$ cat src/rtl/usb_tx_serializer_if.sv
// Packet-request and line-side bundle for usb_tx_serializer.
// Defining USB_TX_ABORT_EN adds the abort request and the aborted status pulse.
interface usb_tx_serializer_if;
   logic        start;
   logic [3:0]  pid;
   logic [63:0] payload;
   logic [1:0]  port;
   logic        busy;
   logic        done;
   logic        pid_err;
`ifdef USB_TX_ABORT_EN
   logic        abort;
   logic        aborted;

   modport master (output start, pid, payload, abort, input port, busy, done, pid_err, aborted);
   modport slave  (input start, pid, payload, abort, output port, busy, done, pid_err, aborted);
`else
   modport master (output start, pid, payload, input port, busy, done, pid_err);
   modport slave  (input start, pid, payload, output port, busy, done, pid_err);
`endif
endinterface

$ cat src/rtl/usb_tx_serializer.sv
// USB bit-serial transmitter: SYNC, PID, payload, CRC5/CRC16 and EOP with bit stuffing and NRZI.
// Optional abort path is enabled by defining USB_TX_ABORT_EN.
module usb_tx_serializer #(
   parameter int SYNC_BITS   = 8,
   parameter int STUFF_LIMIT = 6
) (
   input  logic               clk,
   input  logic               rst,
   usb_tx_serializer_if.slave bus
);
   localparam int OW = $clog2(STUFF_LIMIT + 1);
   localparam logic [OW-1:0] STUFF_MAX = OW'(STUFF_LIMIT);
   localparam logic [6:0] SYNC_LAST = 7'(SYNC_BITS - 1);
   localparam logic [1:0] LINE_J   = 2'b10;
   localparam logic [1:0] LINE_K   = 2'b01;
   localparam logic [1:0] LINE_SE0 = 2'b00;
   localparam logic [3:0] PID_OUT   = 4'b0001;
   localparam logic [3:0] PID_IN    = 4'b1001;
   localparam logic [3:0] PID_DATA0 = 4'b0011;
   localparam logic [3:0] PID_ACK   = 4'b0010;
   localparam logic [3:0] PID_NAK   = 4'b1010;

   typedef enum logic [2:0] {S_IDLE, S_SYNC, S_PID, S_DATA, S_CRC, S_EOP} state_t;

   function automatic logic pid_valid(input logic [3:0] p);
      case (p)
         PID_OUT, PID_IN, PID_DATA0, PID_ACK, PID_NAK: pid_valid = 1'b1;
         default: pid_valid = 1'b0;
      endcase
   endfunction

   function automatic logic [4:0] crc5_step(input logic [4:0] c, input logic d);
      logic fb;
      fb = d ^ c[4];
      crc5_step = {c[3:0], 1'b0} ^ (fb ? 5'b00101 : 5'b00000);
   endfunction

   function automatic logic [15:0] crc16_step(input logic [15:0] c, input logic d);
      logic fb;
      fb = d ^ c[15];
      crc16_step = {c[14:0], 1'b0} ^ (fb ? 16'h8005 : 16'h0000);
   endfunction

   // The state registers describe the next bit to emit (a cursor one bit ahead of the line).
   state_t        state_r, cur_state_s, next_field_s;
   logic [6:0]    idx_r, cur_idx_s, data_last_s;
   logic [OW-1:0] ones_r, cur_ones_s;
   logic [15:0]   crc_r;
   logic [3:0]    pid_r, crc_sel_s;
   logic [63:0]   payload_r;
   logic [1:0]    port_r, cur_level_s, toggle_s, line_s;
   logic          busy_r, done_r, pid_err_r, abort_flag_r;
   logic          accept_s, abort_s, stuff_s, bit_s, last_s, crc16_s, has_data_s;
`ifdef USB_TX_ABORT_EN
   logic          aborted_r;
`endif

   // Request acceptance and cursor selection; an accepted start emits SYNC bit 0 from level J at once.
   always_comb begin
      accept_s = bus.start & ~busy_r & pid_valid(bus.pid);
`ifdef USB_TX_ABORT_EN
      abort_s = bus.abort & ((state_r == S_SYNC) | (state_r == S_PID) | (state_r == S_DATA) | (state_r == S_CRC));
`else
      abort_s = 1'b0;
`endif
      if (accept_s) begin
         cur_state_s = S_SYNC;
         cur_idx_s   = 7'd0;
         cur_ones_s  = '0;
         cur_level_s = LINE_J;
      end else begin
         cur_state_s = state_r;
         cur_idx_s   = idx_r;
         cur_ones_s  = ones_r;
         cur_level_s = port_r;
      end
      toggle_s    = (cur_level_s == LINE_J) ? LINE_K : LINE_J;
      crc16_s     = (pid_r == PID_DATA0);
      has_data_s  = crc16_s | (pid_r == PID_OUT) | (pid_r == PID_IN);
      data_last_s = crc16_s ? 7'd63 : 7'd10;
      crc_sel_s   = crc16_s ? (4'd15 - cur_idx_s[3:0]) : (4'd4 - cur_idx_s[3:0]);
      stuff_s     = (cur_state_s != S_IDLE) && (cur_ones_s == STUFF_MAX);
   end

   // Field bit selection and NRZI line value for the bit under the cursor.
   always_comb begin
      bit_s        = 1'b0;
      last_s       = 1'b0;
      next_field_s = S_IDLE;
      case (cur_state_s)
         S_SYNC: begin
            bit_s        = (cur_idx_s == SYNC_LAST);
            last_s       = bit_s;
            next_field_s = S_PID;
         end
         S_PID: begin
            bit_s        = pid_r[cur_idx_s[1:0]] ^ cur_idx_s[2];
            last_s       = (cur_idx_s == 7'd7);
            next_field_s = has_data_s ? S_DATA : S_EOP;
         end
         S_DATA: begin
            bit_s        = payload_r[cur_idx_s[5:0]];
            last_s       = (cur_idx_s == data_last_s);
            next_field_s = S_CRC;
         end
         S_CRC: begin
            bit_s        = ~crc_r[crc_sel_s];
            last_s       = (cur_idx_s[3:0] == (crc16_s ? 4'd15 : 4'd4));
            next_field_s = S_EOP;
         end
         default: begin
            bit_s        = 1'b0;
            last_s       = 1'b0;
            next_field_s = S_IDLE;
         end
      endcase
      if (cur_state_s == S_IDLE) begin
         line_s = LINE_J;
      end else if (stuff_s || (cur_state_s != S_EOP && !bit_s)) begin
         line_s = toggle_s;
      end else if (cur_state_s != S_EOP) begin
         line_s = cur_level_s;
      end else if (cur_idx_s == 7'd2) begin
         line_s = LINE_J;
      end else begin
         line_s = LINE_SE0;
      end
   end

   // Transmit FSM: advances the cursor, stuffs, updates CRC and drives the registered outputs.
   always_ff @(posedge clk or posedge rst) begin
      if (rst) begin
         state_r      <= S_IDLE;
         idx_r        <= 7'd0;
         ones_r       <= '0;
         crc_r        <= 16'hFFFF;
         pid_r        <= 4'b0000;
         payload_r    <= 64'd0;
         port_r       <= LINE_J;
         busy_r       <= 1'b0;
         done_r       <= 1'b0;
         pid_err_r    <= 1'b0;
         abort_flag_r <= 1'b0;
`ifdef USB_TX_ABORT_EN
         aborted_r    <= 1'b0;
`endif
      end else begin
         done_r    <= 1'b0;
         pid_err_r <= bus.start & ~busy_r & ~pid_valid(bus.pid);
         busy_r    <= accept_s | (state_r != S_IDLE);
         port_r    <= line_s;
`ifdef USB_TX_ABORT_EN
         aborted_r <= 1'b0;
`endif
         if (accept_s) begin
            pid_r        <= bus.pid;
            payload_r    <= bus.payload;
            crc_r        <= 16'hFFFF;
            abort_flag_r <= 1'b0;
         end
         if (abort_s) begin
            port_r       <= LINE_SE0;
            state_r      <= S_EOP;
            idx_r        <= 7'd1;
            ones_r       <= '0;
            abort_flag_r <= 1'b1;
         end else if (cur_state_s == S_IDLE) begin
            state_r <= S_IDLE;
            idx_r   <= 7'd0;
            ones_r  <= '0;
         end else if (stuff_s) begin
            state_r <= cur_state_s;
            idx_r   <= cur_idx_s;
            ones_r  <= '0;
         end else if (cur_state_s == S_EOP) begin
            ones_r <= '0;
            if (cur_idx_s == 7'd2) begin
               state_r <= S_IDLE;
               idx_r   <= 7'd0;
               done_r  <= ~abort_flag_r;
`ifdef USB_TX_ABORT_EN
               aborted_r <= abort_flag_r;
`endif
            end else begin
               state_r <= S_EOP;
               idx_r   <= cur_idx_s + 7'd1;
            end
         end else begin
            ones_r <= bit_s ? (cur_ones_s + OW'(1)) : '0;
            if (cur_state_s == S_DATA) begin
               crc_r <= crc16_s ? crc16_step(crc_r, bit_s) : {crc_r[15:5], crc5_step(crc_r[4:0], bit_s)};
            end
            state_r <= last_s ? next_field_s : cur_state_s;
            idx_r   <= last_s ? 7'd0 : (cur_idx_s + 7'd1);
         end
      end
   end

   assign bus.port    = port_r;
   assign bus.busy    = busy_r;
   assign bus.done    = done_r;
   assign bus.pid_err = pid_err_r;
`ifdef USB_TX_ABORT_EN
   assign bus.aborted = aborted_r;
`endif
endmodule
$ cat src/flat_wrapper.sv
// flat-port wrapper written by rule: the top's interface ports become plain ports
module usb_tx_serializer_flat 
#(
   parameter int SYNC_BITS   = 8,
   parameter int STUFF_LIMIT = 6
)
  (clk, rst, bus_start, bus_pid, bus_payload, bus_port, bus_busy, bus_done, bus_pid_err);
  usb_tx_serializer_if bus_i ();
  input  logic clk;
  input  logic rst;
  input wire logic [$bits(bus_i.start)-1:0] bus_start;
  input wire logic [$bits(bus_i.pid)-1:0] bus_pid;
  input wire logic [$bits(bus_i.payload)-1:0] bus_payload;
  output wire logic [$bits(bus_i.port)-1:0] bus_port;
  output wire logic [$bits(bus_i.busy)-1:0] bus_busy;
  output wire logic [$bits(bus_i.done)-1:0] bus_done;
  output wire logic [$bits(bus_i.pid_err)-1:0] bus_pid_err;
  assign bus_i.start = bus_start;
  assign bus_i.pid = bus_pid;
  assign bus_i.payload = bus_payload;
  assign bus_port = bus_i.port;
  assign bus_busy = bus_i.busy;
  assign bus_done = bus_i.done;
  assign bus_pid_err = bus_i.pid_err;
  usb_tx_serializer #(.SYNC_BITS(SYNC_BITS), .STUFF_LIMIT(STUFF_LIMIT)) u_core (.clk(clk), .rst(rst), .bus(bus_i));
endmodule
$ cat config.mk
export PLATFORM = sky130hd
export DESIGN_NAME = usb_tx_serializer_flat
export DESIGN_NICKNAME = d
export VERILOG_FILES = /design/src/rtl/usb_tx_serializer_if.sv /design/src/rtl/usb_tx_serializer.sv /design/src/flat_wrapper.sv
export SDC_FILE = /design/constraint.sdc
export NUM_CORES = 1
export LEC_CHECK = 0
export ABC_AREA = 1
export BUFFER_PORTS_ARGS = -buffer_cell sky130_fd_sc_hd__buf_2
export CAP_MARGIN = 30
export CORE_AREA = 2 2 139 141
export DETAILED_ROUTE_END_ITERATION = 16
export DIE_AREA = 0 0 141 143
export PLACE_DENSITY = 0.56
export SLEW_MARGIN = 20
export SYNTH_ARGS = -nofsm -noshare
export SYNTH_HDL_FRONTEND = slang
export SYNTH_SLANG_ARGS = --single-unit
$ cat constraint.sdc
create_clock -name clk -period 4.65 [get_ports clk]
set_clock_uncertainty 0.15 [all_clocks]
set_input_delay 0.2325 -clock clk [delete_from_list [all_inputs] [get_ports clk]]
set_output_delay 0.2325 -clock clk [all_outputs]
set_load 0.005 [all_outputs]
==> flow_metrics.py, run 1 <==
metrics = {
    "status": {
        "status": "finished clean",
    },
    "worst_setup_path": {
        "reg2reg_depth": 19,
        "cp-end-kind": "flop",
        "path_max_fanout": 21,
        "required_ns": 4.74,
        "worst_setup_path_start_kind": "input pin",
        "startpoint": "bus_pid[1]",
        "path_class": "input pin to flop",
        "arrival_ns": 3.76,
        "regToRegSetupSlack_ns": 1.14,
        "rr_startpoint": "u_core.bus.busy",
        "timing.rr.end": "u_core.bus.port[0]",
        "crit_end": "u_core.bus.port[0]",
    },
    "layout": {
        "nFillCells": 1884,
        "nets": 944,
        "layout_commonest_cell": "nand2_1",
        "mostFrequentLayoutCells": "nand2_1, dfrtp_1, nand3_1, inv_1, buf_2",
        "postLayoutCellArea_um2": 7100,
        "drive_gt1_share_pct": 16.7,
        "diodes": 0,
        "area_delta_synth_final_pct": 28.2,
    },
    "global_routing": {
        "grt_max_degree": 63,
        "first_global_vias": 5168,
        "grt_overflow": 0,
        "antenna_found_initial": 0,
        "grt_pass1_wl_mm": 25.8,
        "track_usage_pct": 16.0,
    },
    "detailed_routing": {
        "drt_first_pass_iters": 5,
        "drt-vias-per-instance": 4.67,
        "antenna_left": 0,
        "wirelength_mm": 15.3,
        "vias": 5166,
        "wl_per_cell_um": 13.8,
        "drc_errors": 0,
        "drt-initial-drc-count": 391,
    },
    "cts": {
        "tritoncts": "done",
        "clk_pin_slew_worst_paths_ns": 0.07,
        "root_buffer": "clkbuf_16",
        "clock_sinks": 102,
        "post_cts_buffers": 0,
        "h-tree-depth": 3,
        "worstSkewPairLatency_ns": 0.34,
        "numCtsBuffers": 9,
        "clk_path_buf_depth": 2,
    },
    "timing": {
        "slew_viol_final": 0,
        "setup_viol": 0,
        "max_slew.worst_pin.slew_ns": 0.763,
        "setup_tns_ns": 0,
        "finalCritPeriodShare_pct": 79.0,
        "rsz0062_at_grt": "false",
        "max_slew_margin_pct": 49.1,
        "hold_violations": 0,
        "fmax_mhz": 272,
        "period_needed_ns": 3.67,
    },
    "pwr": {
        "combinationalPowerShare_pct": 47.5,
        "ir_drop_mv": 0.329,
        "seqPwrFrac_pct": 34.1,
        "p_int_uw": 2400,
        "swShare_pct": 42.9,
        "power_frac_clock_pct": 18.5,
        "p_leak_uw": 0.00359,
        "p_per_area_nw_per_um2": 592,
        "finalPower_uw": 4200,
        "p_switching_uw": 1800,
    },
    "placed_design": {
        "dp_hpwl_mm": 10.2,
        "place_congestion": 0.890,
        "port_buffers": 75,
        "post_dp_cell_area_um2": 6100,
    },
    "floorplanning": {
        "die_y_um": 143,
        "die_area_um2": 20200,
        "start_util_pct": 29.8,
        "chipWidth_um": 141,
        "io_pins": 76,
        "row_count": 50,
        "core_um2": 18600,
    },
    "synth": {
        "synth_nets": 813,
        "syn_avg_cell_area_um2": 7.51,
        "synth-seq-cells": 102,
        "synth.distinct_cells": 44,
        "synth.cell_area_um2": 5530,
        "ys_seq_area_share_pct": 46.5,
        "yosys_warnings": 0,
        "synthCells": 737,
    },
    "worst_hold_path": {
        "hold_depth": 3,
        "hp-class": "input pin to flop",
    },
    "flow_run": {
        "maxCapViolCount": 0,
    },
}
routing by layer:
layer / global-route usage, % / share of wire [%]
met5: 0 / 0
met4: 4.11 / 1.0
met3: 2.95 / 4.3
met2: 25.9 / 45
met1: 22.1 / 50
worst min-delay path by stage:
stage               startpoint                   end
5_1_grt        bus_payload[10]  u_core.payload_r[10]
6_report       bus_payload[10]  u_core.payload_r[10]
4_1_cts        bus_payload[10]  u_core.payload_r[10]
2_1_floorplan   bus_payload[0]   u_core.payload_r[0]
3_3_place_gp               rst  u_core.payload_r[60]
3_5_place_dp   bus_payload[59]  u_core.payload_r[59]
repair_timing:
action | in CTS | in global routing
endpoints found under the setup margin | 0 | 0
endpoints found under the hold margin | 112 | 0
hold buffers | 67 | 0
gates resized for setup | 0 | 0
power groups by stage:
stage / Sequential, uW / Combinational, uW / Clock, uW
floorplan: 1380 / 1520 / 0
global placement: 1440 / 1920 / 0
detailed placement: 1440 / 1940 / 0
CTS: 1430 / 2000 / 795
global route: 1470 / 2300 / 828
finish: 1430 / 1990 / 775
cells in the mapped netlist:
cell | n | area [um^2]
o22ai_1 | 2 | 12.5
buf_4 | 2 | 15.0
nand4_1 | 3 | 18.8
nand3b_1 | 5 | 37.5
a41oi_1 | 1 | 8.76
o21ai_0 | 48 | 240
o21ai_1 | 3 | 15.0
inv_1 | 79 | 297
a32oi_1 | 1 | 8.76
nand3_1 | 81 | 405
a31oi_1 | 2 | 12.5
or2_2 | 1 | 6.26
o211ai_1 | 2 | 15.0
clkinv_1 | 1 | 3.75
a21boi_0 | 2 | 15.0
clkbuf_1 | 18 | 67.6
a21oi_1 | 8 | 40.0
nand2_4 | 1 | 11.3
a311oi_1 | 2 | 17.5
nor2_1 | 37 | 139
a21oi_4 | 1 | 16.3
nand2_2 | 9 | 56.3
buf_1 | 2 | 7.51
ha_1 | 5 | 62.6
nor2_4 | 2 | 22.5
a22oi_1 | 3 | 22.5
o31ai_1 | 4 | 30.0
nor3b_1 | 2 | 15.0
o21ai_2 | 1 | 8.76
dfstp_2 | 17 | 447
inv_2 | 3 | 11.3
a211oi_1 | 2 | 15.0
xor2_1 | 5 | 43.8
nand3_2 | 3 | 30.0
nor3_2 | 1 | 10.0
buf_6 | 4 | 45.0
nor3_1 | 5 | 25.0
nor2_2 | 4 | 25.0
nand2_1 | 265 | 995
dfrtp_1 | 85 | 2130
o32a_1 | 8 | 80.1
nor3_4 | 1 | 16.3
o21bai_2 | 1 | 11.3
buf_2 | 5 | 25.0
critical path, stage by stage:
cell	delay, ns
dlygate4sd3_1	0.52
buf_2	0.13
nor2_1	0.12
nor2_2	0.05
nand3_2	0.29
nand2_1	0.12
inv_1	0.51
ha_1	0.34
inv_1	0.07
nand2_1	0.05
nand2_1	0.18
inv_2	0.08
nand3_1	0.08
nand3_1	0.07
nand3_1	0.09
nand2_1	0.09
a21oi_4	0.18
nand2_4	0.10
o21ai_2	0.16
o211ai_1	0.13
nand2_1	0.09
nor2_1	0.04
cell families (layout without fill, tap and decap cells):
| logic type | count (synthesis) | after routing | share of synthesized area [%] |
|---|---|---|---|
| buf+inv | 114 | 250 | 8.52 |
| fa+ha+maj | 5 | 5 | 1.13 |
| compound gates | 91 | 91 | 10.3 |
| simple gates | 420 | 420 | 32.8 |
| flops | 102 | 102 | 46.5 |
| xor+xnor | 5 | 5 | 0.791 |
state kept, by name (all words and copies together), names as in the netlist:
register	cells
u_core.pid_r	4
u_core.bus.busy	1
u_core.bus.pid_err	1
u_core.state_r	3
u_core.ones_r	3
u_core.payload_r	64
u_core.idx_r	7
u_core.bus.done	1
u_core.bus.port	2
u_core.crc_r	16
per-stage QoR:
step                      hold slack [ns]  util (%)  setup slack (ns)  instances
after floorplan                     0.192         -              1.62        737
after global placement              0.279      32.9              1.22       1023
after detailed placement            0.279      32.9              1.11       1023
after CTS                         0.00346      38.1             0.942       1106
after global routing               0.0245      38.2             0.476       1107
final                             0.00308      38.2             0.976       1107
layout make-up:
type	instances	area [um^2]	area share, %
tap	234	293	4.13
timing repair buffer	151	1130	15.9
clock inverter	4	45.0	0.635
sequential	102	2570	36.3
multi-input combinational	521	2490	35.1
clock buffer	12	256	3.61
inverter	83	314	4.43
Note: power is estimated with default switching activity, not from simulation.
==> run 2, diff against run 1 <==
- clock period: 4.65 -> 3.7 ns (I/O delays scaled with it)
==> run 2 against run 1 <==
Against the previous run:
- final cell count rose by 0.72%
- critical path depth down 3
- combinational power rose by 29%
- largest cell class unchanged
- sequential cell count is the same
- critical endpoint unchanged
- clock power grew 43%
==> flow_metrics.py, run 2 (same netlist as run 1, synthesis figures left out) <==
metrics = {
    "placed_design": {
        "place_congestion": 0.877,
        "port_buffers": 75,
        "dp_hpwl_mm": 10.3,
        "post_dp_cell_area_um2": 6190,
    },
    "floorplanning": {
        "start_util_pct": 29.8,
        "io_pins": 76,
        "row_count": 50,
        "die_y_um": 143,
        "die_area_um2": 20200,
        "core_um2": 18600,
        "chipWidth_um": 141,
    },
    "worst_setup_path": {
        "path_buf_inv": 3,
        "crit_path_frequent_cell": "nand2_1",
        "arrival_ns": 3.27,
        "max_stage_delay_ns": 0.54,
        "crit_chain": "dlygate4sd3_1, buf_2, nor2_1, nor2_2, nand3_2, nand2_1, buf_4, ha_1, or2_2, xor2_1, nand3_1, nand3_1, nand2_1, a21oi_4, nand2_4, o21ai_2, o211ai_1, nand2_1, nor2_1",
        "path_class": "input pin to flop",
        "worst_setup_path_start_kind": "input pin",
        "cp-end-kind": "flop",
        "path_max_fanout": 18,
        "required_ns": 3.80,
        "cp_slowest_cell": "dlygate4sd3_1",
        "critical-path-top-delay-family": "simple AND/OR/NAND/NOR gates",
    },
    "cts": {
        "clk_pin_slew_worst_paths_ns": 0.07,
        "clock_sinks": 102,
        "numCtsBuffers": 9,
        "h-tree-depth": 3,
        "post_cts_buffers": 0,
        "clk_path_buf_depth": 2,
        "tritoncts": "done",
        "worstSkewPairLatency_ns": 0.36,
        "root_buffer": "clkbuf_16",
    },
    "timing": {
        "fmax_mhz": 315,
        "period_needed_ns": 3.17,
        "slew_viol_final": 0,
        "max_slew.worst_pin.slew_ns": 0.846,
        "rsz0062_at_grt": "false",
        "max_slew_margin_pct": 43.5,
        "setup_tns_ns": 0,
        "finalCritPeriodShare_pct": 85.8,
        "setup_viol": 0,
        "hold_violations": 0,
    },
    "pwr": {
        "p_leak_uw": 0.00365,
        "ir_drop_mv": 0.321,
        "p_per_area_nw_per_um2": 756,
        "finalPower_uw": 5470,
    },
    "layout": {
        "area_delta_synth_final_pct": 30.6,
        "postLayoutCellArea_um2": 7230,
        "regMostFlops": "u_core.payload_r",
        "drive_gt1_share_pct": 17.4,
        "top_regs": "u_core.payload_r: 64 flops, u_core.crc_r: 16 flops, u_core.idx_r: 7 flops",
        "layout_commonest_cell": "nand2_1",
        "mostFrequentLayoutCells": "nand2_1, dfrtp_1, nand3_1, inv_1, buf_2",
        "largest_reg_flops": 64,
        "nets": 952,
        "diodes": 0,
    },
    "detailed_routing": {
        "antenna_left": 0,
        "drt_first_pass_iters": 4,
        "wirelength_mm": 15.5,
        "vias": 5151,
        "drc_errors": 0,
        "top_layer": "met4",
        "met2_length_mm": 6.90,
        "wl_per_cell_um": 13.9,
        "routedLengthMet1_mm": 7.67,
        "drt-vias-per-instance": 4.62,
        "wl_met3_um": 589,
        "drt-initial-drc-count": 329,
    },
    "status": {
        "status": "finished clean",
    },
    "global_routing": {
        "antenna_found_initial": 0,
        "first_global_vias": 5164,
        "grt_max_degree": 68,
        "grt_overflow": 0,
        "grt_pass1_wl_mm": 25.7,
        "track_usage_pct": 16.1,
    },
    "worst_hold_path": {
        "hp-class": "input pin to flop",
    },
    "flow_run": {
        "maxCapViolCount": 0,
    },
}
[run 2: changes by cell type in the layout (fill, tap and decap cells not counted), moves of 2 or more]
cell           change
buf_4              +5
clkinv_2           -3
bufinv_16          +2
clkbuf_8           -2
clkinv_4           +2
clkinvlp_4         +2
dlygate4sd3_1      +2
[run 2: worst register-to-register path: cells and delay by family (launching register included)]
kind | cells | cell delay (ns)
and+or+nand+nor | 12 | 1.24
AOI/OAI and AO/OA | 3 | 0.49
DFF | 1 | 0.38
buffers and inverters | 4 | 0.36
adders and majority gates | 1 | 0.28
[run 2: power by group]
group / internal, uW / leakage (uW) / total, uW / switching, uW
logic: 927 / 0.00227 / 2560 / 1640
registers: 1570 / 0.00122 / 1790 / 226
clock network: 663 / 0.000162 / 1110 / 445
total: 3160 / 0.00365 / 5470 / 2310
[run 2: area by class of cell]
class | count | area (um^2)
Multi-Input combinational cell | 521 | 2490
Inverter | 83 | 314
Sequential cell | 102 | 2570
Fill cell | 1909 | 11400
Timing Repair Buffer | 159 | 1210
Clock buffer | 9 | 225
Tap cell | 234 | 293
Clock inverter | 7 | 123
[run 2: layer usage]
metal | global-route usage, % | vias to the layer above
met5 | 0 | -
met4 | 5.21 | 0
met3 | 2.75 | 20
met2 | 25.8 | 103
met1 | 22.2 | 2387
li1 | - | 2641
[run 2: final timing paths]
| check | from | to | slack, ns | depth (start not counted) |
|---|---|---|---|---|
| max in group asynchronous | rst | u_core.payload_r[63] | 2.32 | 5 |
| setup / recovery | bus_pid[0] | u_core.bus.port[0] | 0.53 | 19 |
| setup reg to reg | u_core.bus.busy | u_core.bus.port[0] | 0.69 | 20 |
| hold reg to reg | u_core.payload_r[15] | u_core.payload_r[15] | 0.33 | 2 |
| hold / removal | bus_start | u_core.bus.pid_err | 0.01 | 4 |
| min in group asynchronous | rst | u_core.payload_r[60] | 0.19 | 3 |
[run 2: repair_timing]
action,CTS,global route
setup endpoints to repair,0,0
hold endpoints to repair,149,0
resized for setup,0,0
hold buffers,69,0
[run 2: metrics by stage]
step | hold WS [ns] | util (%) | cells | setup slack (ns)
2_1_floorplan | 0.145 | - | 737 | 0.718
3_3_place_gp | 0.232 | 33.2 | 1029 | 0.796
3_5_place_dp | 0.0220 | 33.3 | 1030 | 0.708
4_1_cts | 0.000969 | 38.9 | 1115 | 0.570
5_1_grt | 0.0393 | 38.9 | 1115 | 0.223
6_report | 0.0102 | 38.9 | 1115 | 0.526
